### config.mk
export PLATFORM = sky130hd
export DESIGN_NAME = rob_marker_queue
export DESIGN_NICKNAME = d
export VERILOG_FILES = /design/src/rtl/rob_marker_pkg.sv /design/src/rtl/rob_marker_queue_fifo.sv /design/src/rtl/rob_marker_queue.sv
export SDC_FILE = /design/constraint.sdc
export NUM_CORES = 1
export LEC_CHECK = 0
export ABC_CLOCK_PERIOD_IN_PS = 7500
export CAP_MARGIN = 20
export CELL_PAD_IN_SITES_DETAIL_PLACEMENT = 1
export CELL_PAD_IN_SITES_GLOBAL_PLACEMENT = 1
export CORE_AREA = 4 4 133 135
export DETAILED_ROUTE_END_ITERATION = 10
export DIE_AREA = 0 0 137 139
export PLACE_DENSITY_LB_ADDON = 0.1
export SLEW_MARGIN = 20
export SYNTH_ARGS = -nofsm -noshare
export SYNTH_HDL_FRONTEND = slang
export SYNTH_HIERARCHICAL = 1
export SYNTH_SLANG_ARGS = --single-unit
### constraint.sdc
create_clock -name clock -period 7.5 [get_ports clock]
set_clock_uncertainty 0.2 [all_clocks]
set_input_delay 0.75 -clock clock [delete_from_list [all_inputs] [get_ports clock]]
set_output_delay 0.75 -clock clock [all_outputs]
set_load 0.01 [all_outputs]
### src/rtl/rob_marker_pkg.sv
// Shared constants and types for the ROB marker capture stage: event codes,
// phase codes and the queued entry layout.
package rob_marker_pkg;

  localparam logic [3:0] VCTM_S  = 4'd0;
  localparam logic [3:0] VCTM_E  = 4'd1;
  localparam logic [3:0] DELAY_S = 4'd2;
  localparam logic [3:0] DELAY_E = 4'd3;
  localparam logic [3:0] TEXE_S  = 4'd4;
  localparam logic [3:0] TEXE_E  = 4'd5;
  localparam logic [3:0] LEAK_S  = 4'd6;
  localparam logic [3:0] LEAK_E  = 4'd7;
  localparam logic [3:0] INIT_S  = 4'd8;
  localparam logic [3:0] INIT_E  = 4'd9;
  localparam logic [3:0] BIM_S   = 4'd10;
  localparam logic [3:0] BIM_E   = 4'd11;
  localparam logic [3:0] TRAIN_S = 4'd12;
  localparam logic [3:0] TRAIN_E = 4'd13;
  localparam logic [3:0] EXIT    = 4'd14;

  localparam logic [3:0] PHASE_VCTM  = 4'd0;
  localparam logic [3:0] PHASE_DELAY = 4'd1;
  localparam logic [3:0] PHASE_TEXE  = 4'd2;
  localparam logic [3:0] PHASE_LEAK  = 4'd3;
  localparam logic [3:0] PHASE_INIT  = 4'd4;
  localparam logic [3:0] PHASE_BIM   = 4'd5;
  localparam logic [3:0] PHASE_TRAIN = 4'd6;
  localparam logic [3:0] PHASE_EXIT  = 4'd7;
  localparam logic [3:0] PHASE_IDLE  = 4'd15;

  typedef enum logic [3:0] {
    PH_VCTM  = PHASE_VCTM,
    PH_DELAY = PHASE_DELAY,
    PH_TEXE  = PHASE_TEXE,
    PH_LEAK  = PHASE_LEAK,
    PH_INIT  = PHASE_INIT,
    PH_BIM   = PHASE_BIM,
    PH_TRAIN = PHASE_TRAIN,
    PH_EXIT  = PHASE_EXIT,
    PH_IDLE  = PHASE_IDLE
  } phase_t;

  localparam logic [19:0] MARKER_LOW = 20'h02013;
  localparam logic [3:0]  MAX_CODE   = 4'd14;

  // Entry layout for the default 6-bit ROB index; wider cores pass their own type.
  localparam int ENTRY_IDW = 6;
  typedef struct packed {
    logic [3:0]           code;
    logic                 deq;
    logic [ENTRY_IDW-1:0] idx;
  } marker_entry_t;

  function automatic logic is_marker(input logic [31:0] inst);
    return (inst[31:24] == 8'h00) && (inst[19:0] == MARKER_LOW) && (inst[23:20] <= MAX_CODE);
  endfunction

endpackage

### src/rtl/rob_marker_queue_fifo.sv
// Multi-push, single-pop FIFO. The caller never pushes more than 'free' entries,
// so the push path needs no full check of its own.
module marker_fifo
  import rob_marker_pkg::*;
#(
  parameter int  DEPTH   = 8,
  parameter int  LANES   = 2,
  parameter type entry_t = marker_entry_t,
  localparam int AW      = $clog2(DEPTH),
  localparam int PW      = AW + 1,
  localparam int CW      = $clog2(LANES + 1)
) (
  input  logic                     clock,
  input  logic                     reset,
  input  entry_t [LANES-1:0]       push_data,
  input  logic   [CW-1:0]          push_num,
  input  logic                     pop,
  output logic                     head_valid,
  output entry_t                   head,
  output logic   [PW-1:0]          free
);

  entry_t        mem [DEPTH];
  logic [PW-1:0] wr_ptr;
  logic [PW-1:0] rd_ptr;
  logic [PW-1:0] count;
  logic          do_pop;
  logic [AW-1:0] waddr [LANES];

  assign count      = wr_ptr - rd_ptr;
  assign head_valid = (count != '0);
  assign do_pop     = pop & head_valid;
  assign free       = PW'(DEPTH) - count + PW'(do_pop);
  // Empty head reads as zero so the outputs have a defined reset value.
  assign head       = head_valid ? mem[rd_ptr[AW-1:0]] : '0;

  always_comb begin
    for (int i = 0; i < LANES; i++) begin
      waddr[i] = wr_ptr[AW-1:0] + AW'(i);
    end
  end

  always_ff @(posedge clock) begin
    for (int i = 0; i < LANES; i++) begin
      if (CW'(i) < push_num) mem[waddr[i]] <= push_data[i];
    end
  end

  always_ff @(posedge clock) begin
    if (!reset) begin
      wr_ptr <= '0;
      rd_ptr <= '0;
    end else begin
      wr_ptr <= wr_ptr + PW'(push_num);
      rd_ptr <= rd_ptr + PW'(do_pop);
    end
  end

endmodule

### src/rtl/rob_marker_queue.sv
// Captures slti-x0 marker instructions from the ROB lanes into an event FIFO and
// tracks testcase phase, transient-window completion and simulation exit.
//
// phase    | meaning
// 0..6     | inside VCTM / DELAY / TEXE / LEAK / INIT / BIM / TRAIN section
// 7  EXIT  | SIM_EXIT committed; terminal until reset
// 15 IDLE  | between sections
module rob_marker_queue
  import rob_marker_pkg::*;
#(
  parameter int LANES = 2,
  parameter int IDW   = 6,
  parameter int DEPTH = 8,
  parameter int DELAY = 3
) (
  input  logic                  clock,
  input  logic                  reset,
  input  logic [LANES-1:0]      in_valid,
  input  logic [LANES*32-1:0]   in_inst,
  input  logic [LANES*IDW-1:0]  in_idx,
  input  logic                  in_deq,
  output logic                  out_valid,
  input  logic                  out_ready,
  output logic [3:0]            out_code,
  output logic                  out_deq,
  output logic [IDW-1:0]        out_idx,
  output logic [3:0]            phase,
  output logic                  tsx_done,
  output logic                  sim_exit,
  output logic                  overflow,
  output logic [7:0]            drop_cnt
);

  localparam int CW = $clog2(LANES + 1);
  localparam int PW = $clog2(DEPTH) + 1;
  localparam int TW = (DELAY > 0) ? $clog2(DELAY + 1) : 1;

  typedef struct packed {
    logic [3:0]     code;
    logic           deq;
    logic [IDW-1:0] idx;
  } lane_entry_t;

  logic [LANES-1:0]          is_mk;
  logic [3:0]                code [LANES];
  logic [CW-1:0]             prefix [LANES+1];
  lane_entry_t [LANES-1:0]   packed_e;
  lane_entry_t               head;
  logic [CW-1:0]             n_mk;
  logic [CW-1:0]             n_acc;
  logic [CW-1:0]             n_drop;
  logic [PW-1:0]             free;
  logic [8:0]                drop_sum;

  phase_t                    ph_q;
  phase_t                    ph_n;
  logic                      trig;
  logic                      exit_hit;
  logic                      armed;
  logic [TW-1:0]             tcnt;
  logic                      tsx_q;
  logic                      exit_q;
  logic                      ovf_q;
  logic [7:0]                drop_q;

  always_comb begin
    for (int i = 0; i < LANES; i++) begin
      code[i]  = in_inst[32*i+20 +: 4];
      is_mk[i] = in_valid[i] & is_marker(in_inst[32*i +: 32]);
    end
  end

  // Slot j of the push vector takes the marker whose lane-order rank is j.
  always_comb begin
    prefix[0] = '0;
    for (int i = 0; i < LANES; i++) begin
      prefix[i+1] = prefix[i] + CW'(is_mk[i]);
    end
    for (int j = 0; j < LANES; j++) begin
      packed_e[j] = '0;
      for (int i = 0; i < LANES; i++) begin
        if (is_mk[i] && (prefix[i] == CW'(j))) begin
          packed_e[j] = '{code: code[i], deq: in_deq, idx: in_idx[IDW*i +: IDW]};
        end
      end
    end
  end

  assign n_mk     = prefix[LANES];
  assign n_acc    = (PW'(n_mk) > free) ? CW'(free) : n_mk;
  assign n_drop   = n_mk - n_acc;
  assign drop_sum = {1'b0, drop_q} + 9'(n_drop);

  marker_fifo #(
    .DEPTH   (DEPTH),
    .LANES   (LANES),
    .entry_t (lane_entry_t)
  ) u_fifo (
    .clock      (clock),
    .reset      (reset),
    .push_data  (packed_e),
    .push_num   (n_acc),
    .pop        (out_ready),
    .head_valid (out_valid),
    .head       (head),
    .free       (free)
  );

  // Commit-side markers walked in lane order so the last one in the cycle wins.
  always_comb begin
    ph_n     = ph_q;
    trig     = 1'b0;
    exit_hit = 1'b0;
    if (in_deq) begin
      for (int i = 0; i < LANES; i++) begin
        if (is_mk[i]) begin
          if (code[i] == VCTM_E || code[i] == TEXE_S) trig = 1'b1;
          if (code[i] == EXIT) exit_hit = 1'b1;
          if (ph_n != PH_EXIT) begin
            if (code[i] == EXIT)                          ph_n = PH_EXIT;
            else if (!code[i][0])                         ph_n = phase_t'({1'b0, code[i][3:1]});
            else if ({1'b0, code[i][3:1]} == 4'(ph_n))    ph_n = PH_IDLE;
          end
        end
      end
    end
  end

  always_ff @(posedge clock) begin
    if (!reset) begin
      ph_q   <= PH_IDLE;
      armed  <= 1'b0;
      tcnt   <= '0;
      tsx_q  <= 1'b0;
      exit_q <= 1'b0;
      ovf_q  <= 1'b0;
      drop_q <= '0;
    end else begin
      ph_q <= ph_n;
      if (exit_hit) exit_q <= 1'b1;
      if (n_drop != '0) begin
        ovf_q  <= 1'b1;
        drop_q <= drop_sum[8] ? 8'hFF : drop_sum[7:0];
      end
      // Terminal count at 1 so tsx_done lands exactly DELAY edges after the trigger.
      if (armed) begin
        if (tcnt == TW'(1)) begin
          armed <= 1'b0;
          tcnt  <= '0;
          tsx_q <= 1'b1;
        end else begin
          tcnt <= tcnt - TW'(1);
        end
      end else if (trig && !tsx_q) begin
        if (DELAY == 0) begin
          tsx_q <= 1'b1;
        end else begin
          armed <= 1'b1;
          tcnt  <= TW'(DELAY);
        end
      end
    end
  end

  assign out_code = head.code;
  assign out_deq  = head.deq;
  assign out_idx  = head.idx;
  assign phase    = ph_q;
  assign tsx_done = tsx_q;
  assign sim_exit = exit_q;
  assign overflow = ovf_q;
  assign drop_cnt = drop_q;

endmodule
==> impl_metrics.yaml, run 1 <==
logic_synthesis:
  synth_top_area_frac: 0.371
  ys_ff_latch: 114
  netlist_top_cells_area: "edfxtp_1 (37%), mux2_2 (11%), dfxtp_1 (7.3%)"
  synth_enable_flop_cells: 88
  ys_seq_area_frac: 0.444
  synth_area_leader_cell: "edfxtp_1"
  yosys_warnings: 6
  synth-async-reset-ratio: 0
  avgSynthCellArea_um2: 12.0
  synthCells: 591
  synth_nets: 692
  ys.flop_type: "edfxtp_1"
  ys_types: 70
  synth.cell_area_um2: 7120
detailed_routing:
  drc_errors: 0
  detail-route-antenna-nets: 0
  via_per_inst: 5.76
  drt_iter0_markers: 319
  dr.pass1.iters: 4
  drt_wl_total_um: 20700
  vias: 5376
  post_drt_wl_per_cell_um: 22.2
finish:
  final_core_util: 0.548
  final_common_cell: "clkdlybuf4s50_1"
  antennaDiodeCount: 0
  area_growth_pct: 26.7
  mostFrequentLayoutCells: "clkdlybuf4s50_1 (108), edfxtp_1 (88), mux2_2 (71), nand2_1 (54), inv_1 (28)"
  fillCellCount: 1691
  drive_above_1_share: 0.251
  final_area_um2: 9020
  fin_nets: 802
cts:
  clk_latency_ps: 420
  clock_sinks: 114
  cts_buffers: 17
  clk_pin_slew_ps: 60
  holdBufCountCts: 0
  postCtsSetupRepairBufs: 0
  cts_root_buffer: "clkbuf_16"
  cts_tree: "yes"
  htreeDepth: 4
  postCtsResizedCells: 0
  clockBufferDepth: 2
global_route:
  track_usage: 0.225
  antenna_found_initial: 0
  grt_pass1_wl_um: 32900
  grt_max_degree: 26
  grt_pass1_vias: 5933
  grt-ovfl-total: 0
worst_setup_path:
  crit_type: "reg2reg"
  critPathLaunch: "u_fifo/rd_ptr[2]"
  crit_fanout: 14
  crit_path_end_kind: "flop"
  required_ps: 7340
  cp.arrival_ps: 5930
  critical_path.reg2reg.startpoint: "u_fifo/rd_ptr[2]"
  cp-start-kind: "flop"
floorplanning:
  die_w_um: 137
  ioPinCount: 109
  die_h_um: 139
  initial_core_util: 0.432
  fp-row-count: 47
  core_um2: 16500
  die-area_um2: 19000
sta:
  setup_viol: 0
  max_freq_mhz: 164
  fin_ws_ps: 1410
  slew_headroom: 0.294
  post-route-period-util: 0.812
  hold_viol: 0
  rsz0062_at_grt: "no"
  tns_ps: 0
  slew_violations: 0
  period_needed_ps: 6090
  tightest_slew_ps: 1050
min_path:
  hp-class: "reg2reg"
  min_from: "sim_exit"
power:
  peakVddDrop_uv: 150
  powerDensity_nw_per_um2: 233
  power_leakage_nw: 3.25
outcome:
  status: "complete, no violations"
placement:
  pre_cts_slack_ps: 1440
  routabilityCongestion: 0.872
  place_hpwl_um: 14900
  port_buffers: 108
  place_area_um2: 8410
flow_run:
  cap_violations: 0
-- synth_stat cells, types with 4 or more instances --
master,count
and4_1,5
ha_1,16
nand4_1,8
o31ai_1,7
nand3_1,10
nand2b_1,5
inv_1,28
and2_1,16
dfxtp_1,26
clkbuf_1,15
xnor2_1,7
o21ai_0,16
nor2_1,22
mux2_2,71
mux4_2,22
a211oi_1,4
a21oi_1,24
buf_6,4
nor4b_1,6
buf_4,5
a31oi_1,4
xor2_1,6
buf_2,7
nand2_1,54
mux2_4,18
edfxtp_1,88
o21bai_1,4
nor3_1,10
nor4_1,8
a32oi_1,11
-- routing by layer --
| metal | GRT usage | vias to the layer above | share of wire |
|---|---|---|---|
| met5 | 0 | - | 0 |
| met4 | 0.0551 | 0 | 0.014 |
| met3 | 0.0425 | 19 | 0.040 |
| met2 | 0.390 | 140 | 0.53 |
| met1 | 0.289 | 2723 | 0.42 |
| li1 | - | 2494 | - |
-- worst max-delay path, cell delays in order (launching register included) --
cell	delay, ps
dfxtp_1	610
inv_1	340
ha_1	430
and3b_1	210
or3b_1	600
a31o_2	330
ha_1	200
inv_1	60
ha_1	250
inv_1	90
ha_1	240
a21boi_0	160
o21ai_1	160
o21ai_0	580
o21ai_0	370
o21bai_1	890
-- logic make-up after synthesis --
logic type | share of synthesized area
adder cells (fa/ha/maj) | 0.0366
XOR/XNOR | 0.0237
buffers and inverters | 0.0397
AND/OR/NAND/NOR | 0.144
AO/OA/AOI/OAI | 0.0900
flip-flops | 0.444
multiplexers | 0.221
-- state kept, by name, indices dropped and copies added, names as in the netlist, 2 cells and up --
signal / count
u_fifo/wr_ptr: 4
drop_cnt: 8
tcnt: 2
u_fifo/mem: 88
phase: 4
u_fifo/rd_ptr: 4
-- report_power, final --
part | switching, mW | internal [mW]
registers | 0.00213 | 0.675
logic | 0.278 | 0.317
clock network | 0.309 | 0.524
total | 0.589 | 1.52
-- stage by stage --
step                hold slack, ps  power (mW)  std cells
detailed placement             266        1.29        902
global placement               257        1.27        902
floorplan                      270        1.03        591
global route                   336        2.20        934
CTS                            284        2.12        934
finish                         278        2.10        934
-- layout make-up --
cell class	instances	area, um2	share of cell area
clock buffer	17	425	0.0471
clock inverter	15	183	0.0202
inverter	29	109	0.0121
multi-input combinational	417	3680	0.408
sequential	114	3160	0.351
tap	220	275	0.0305
timing repair buffer	122	1190	0.131
-- worst paths after layout --
check        cells past startpoint                to  slack (ps)
max                             15  u_fifo/mem[7][5]        1410
min                              2          sim_exit         280
max reg2reg                     15  u_fifo/mem[7][5]        1410
min reg2reg                      2          sim_exit         280
No activity file was read; power rests on OpenSTA's default activity.
==> inputs of run 2 (changes only) <==
ABC_CLOCK_PERIOD_IN_PS = 6350   (was 7500)
clock period = 6.35 ns   (was 7.5 ns; I/O delays follow)
==> run 2 against run 1 <==
Effect of this change:
- sequential power up 18%
- via count up 1.0%
- register-to-register slack worse by 620 ps
- global-route usage is 0.80 points higher
- die area stayed put
- power increased by 12%
- combinational power up 19%
- fmax rose by 9.6%
- critical endpoint is now drop_cnt[3]
- non-clock buffer count grew 7
- critical path type unchanged
- worst hold slack worse by 7.4 ps
- clock power grew 2.6%
- largest cell class unchanged
==> impl_metrics.yaml, run 2 (same netlist as run 1, synthesis figures left out) <==
detailed_routing:
  post_drt_wl_per_cell_um: 22.6
  detail-route-antenna-nets: 0
  via_per_inst: 5.77
  dr.pass1.iters: 4
  vias: 5432
  met2_length_um: 10900
  drt_wl_total_um: 21200
  drt_iter0_markers: 391
  met3WireLength_um: 1040
  dr.max_layer_used: "met4"
  drc_errors: 0
  drt-met1-wl_um: 8990
finish:
  final_core_util: 0.546
  final_common_cell: "clkdlybuf4s50_1"
  mostFrequentLayoutCells: "clkdlybuf4s50_1 (108), edfxtp_1 (88), mux2_2 (71), nand2_1 (54), inv_1 (28)"
  multi_input_area_um2: 3680
  drive_above_1_share: 0.252
  fillCellCount: 1731
  area_growth_pct: 26.3
  seqCellArea_um2: 3160
  antennaDiodeCount: 0
  largest_register_ffs: 88
  fin_nets: 809
power:
  powerDensity_nw_per_um2: 263
  comb_power_share: 0.299
  clkPwrFrac: 0.362
  p_seq_frac: 0.339
  p_switching_mw: 0.674
  internal-power_mw: 1.69
  power_leakage_nw: 3.26
  peakVddDrop_uv: 181
  p_sw_frac: 0.285
global_route:
  antenna_found_initial: 0
  track_usage: 0.233
  grt-ovfl-total: 0
  grt_pass1_wl_um: 34200
  grt_max_degree: 25
  grt_pass1_vias: 6149
cts:
  cts_tree: "yes"
  clockBufferDepth: 2
  clk_pin_slew_ps: 60
  postCtsSetupRepairBufs: 0
  clock_sinks: 114
  postCtsResizedCells: 0
  clk_latency_ps: 410
  cts_root_buffer: "clkbuf_16"
  cts_buffers: 17
  holdBufCountCts: 0
  htreeDepth: 4
sta:
  slew_violations: 0
  fin_ws_ps: 789
  slew_headroom: 0.286
  max_freq_mhz: 180
  tightest_slew_ps: 1060
  post-route-period-util: 0.876
  period_needed_ps: 5560
  setup_viol: 0
  rsz0062_at_grt: "no"
  hold_viol: 0
  tns_ps: 0
outcome:
  status: "complete, no violations"
min_path:
  min_from: "overflow"
  hp-class: "reg2reg"
worst_setup_path:
  critPathLaunch: "u_fifo/rd_ptr[2]"
  cp.arrival_ps: 5690
  crit_path_end_kind: "flop"
  critical_path.reg2reg.startpoint: "u_fifo/rd_ptr[2]"
  crit_type: "reg2reg"
  required_ps: 6480
  cp-start-kind: "flop"
  crit_fanout: 14
  rrSetupSlack_ps: 790
floorplanning:
  die_w_um: 137
  core_um2: 16500
  ioPinCount: 109
  die_h_um: 139
  die-area_um2: 19000
  fp-row-count: 47
  initial_core_util: 0.432
placement:
  pre_cts_slack_ps: 784
  routabilityCongestion: 0.860
  place_hpwl_um: 15500
  port_buffers: 108
flow_run:
  cap_violations: 0
## run 2: cell types whose count changed in the layout (fill, tap and decap cells not counted), moves of 2 or more
cell        previous run  this run
inv_6                  2         0
clkinv_4               5         2
buf_4                 14        21
inv_4                  0         2
clkinv_2               1         5
bufinv_16              3         0
clkbuf_1               0         4
clkinvlp_4             3         0
## run 2: per-layer routing
metal / vias up / GRT usage
met5: - / 0
met4: 0 / 0.0567
met3: 27 / 0.0461
met2: 142 / 0.401
met1: 2753 / 0.300
li1: 2510 / -
## run 2: path summary, 6_finish.rpt
kind	depth (start not counted)	to
hold / removal	2	overflow
setup reg to reg	19	drop_cnt[3]
setup / recovery	19	drop_cnt[3]
hold reg to reg	2	overflow
## run 2: stage by stage
| stage | hold WS [ps] | instance area, um2 | total power, mW | std cells |
|---|---|---|---|---|
| 2_1_floorplan | 270 | 7120 | 1.21 | 591 |
| 4_1_cts | 279 | 8980 | 2.39 | 941 |
| 6_report | 271 | 8990 | 2.36 | 941 |
| 3_3_place_gp | 258 | 8460 | 1.51 | 909 |
| 3_5_place_dp | 262 | 8460 | 1.53 | 909 |
| 5_1_grt | 319 | 8990 | 2.47 | 941 |
## run 2: final cells by class
cell class,count,area share
repair buffers,129,0.138
well taps,220,0.0306
inverters,29,0.0121
clock buffers,22,0.0518
flip-flops and latches,114,0.352
clock inverters,10,0.00654
multi-input cells,417,0.409
## run 2: power groups by stage
stage,clock network [mW],logic [mW],registers (mW)
detailed placement,0,0.712,0.816
global route,0.905,0.767,0.801
finish,0.855,0.706,0.801
CTS,0.869,0.715,0.801
floorplan,0,0.396,0.818
global placement,0,0.693,0.816
## run 2: critical path: stages, from the launching register on
cell and delay [ps]:
dfxtp_1 300, buf_4 180, inv_1 290, ha_1 330
and3b_1 210, or3b_1 610, a31o_2 330, ha_1 190
inv_1 60, ha_1 260, inv_1 90, ha_1 240
a21boi_0 180, o21ai_1 160, a21oi_1 380, ha_1 270
fa_1 320, nand4_1 300, and3_1 310, a311oi_1 240
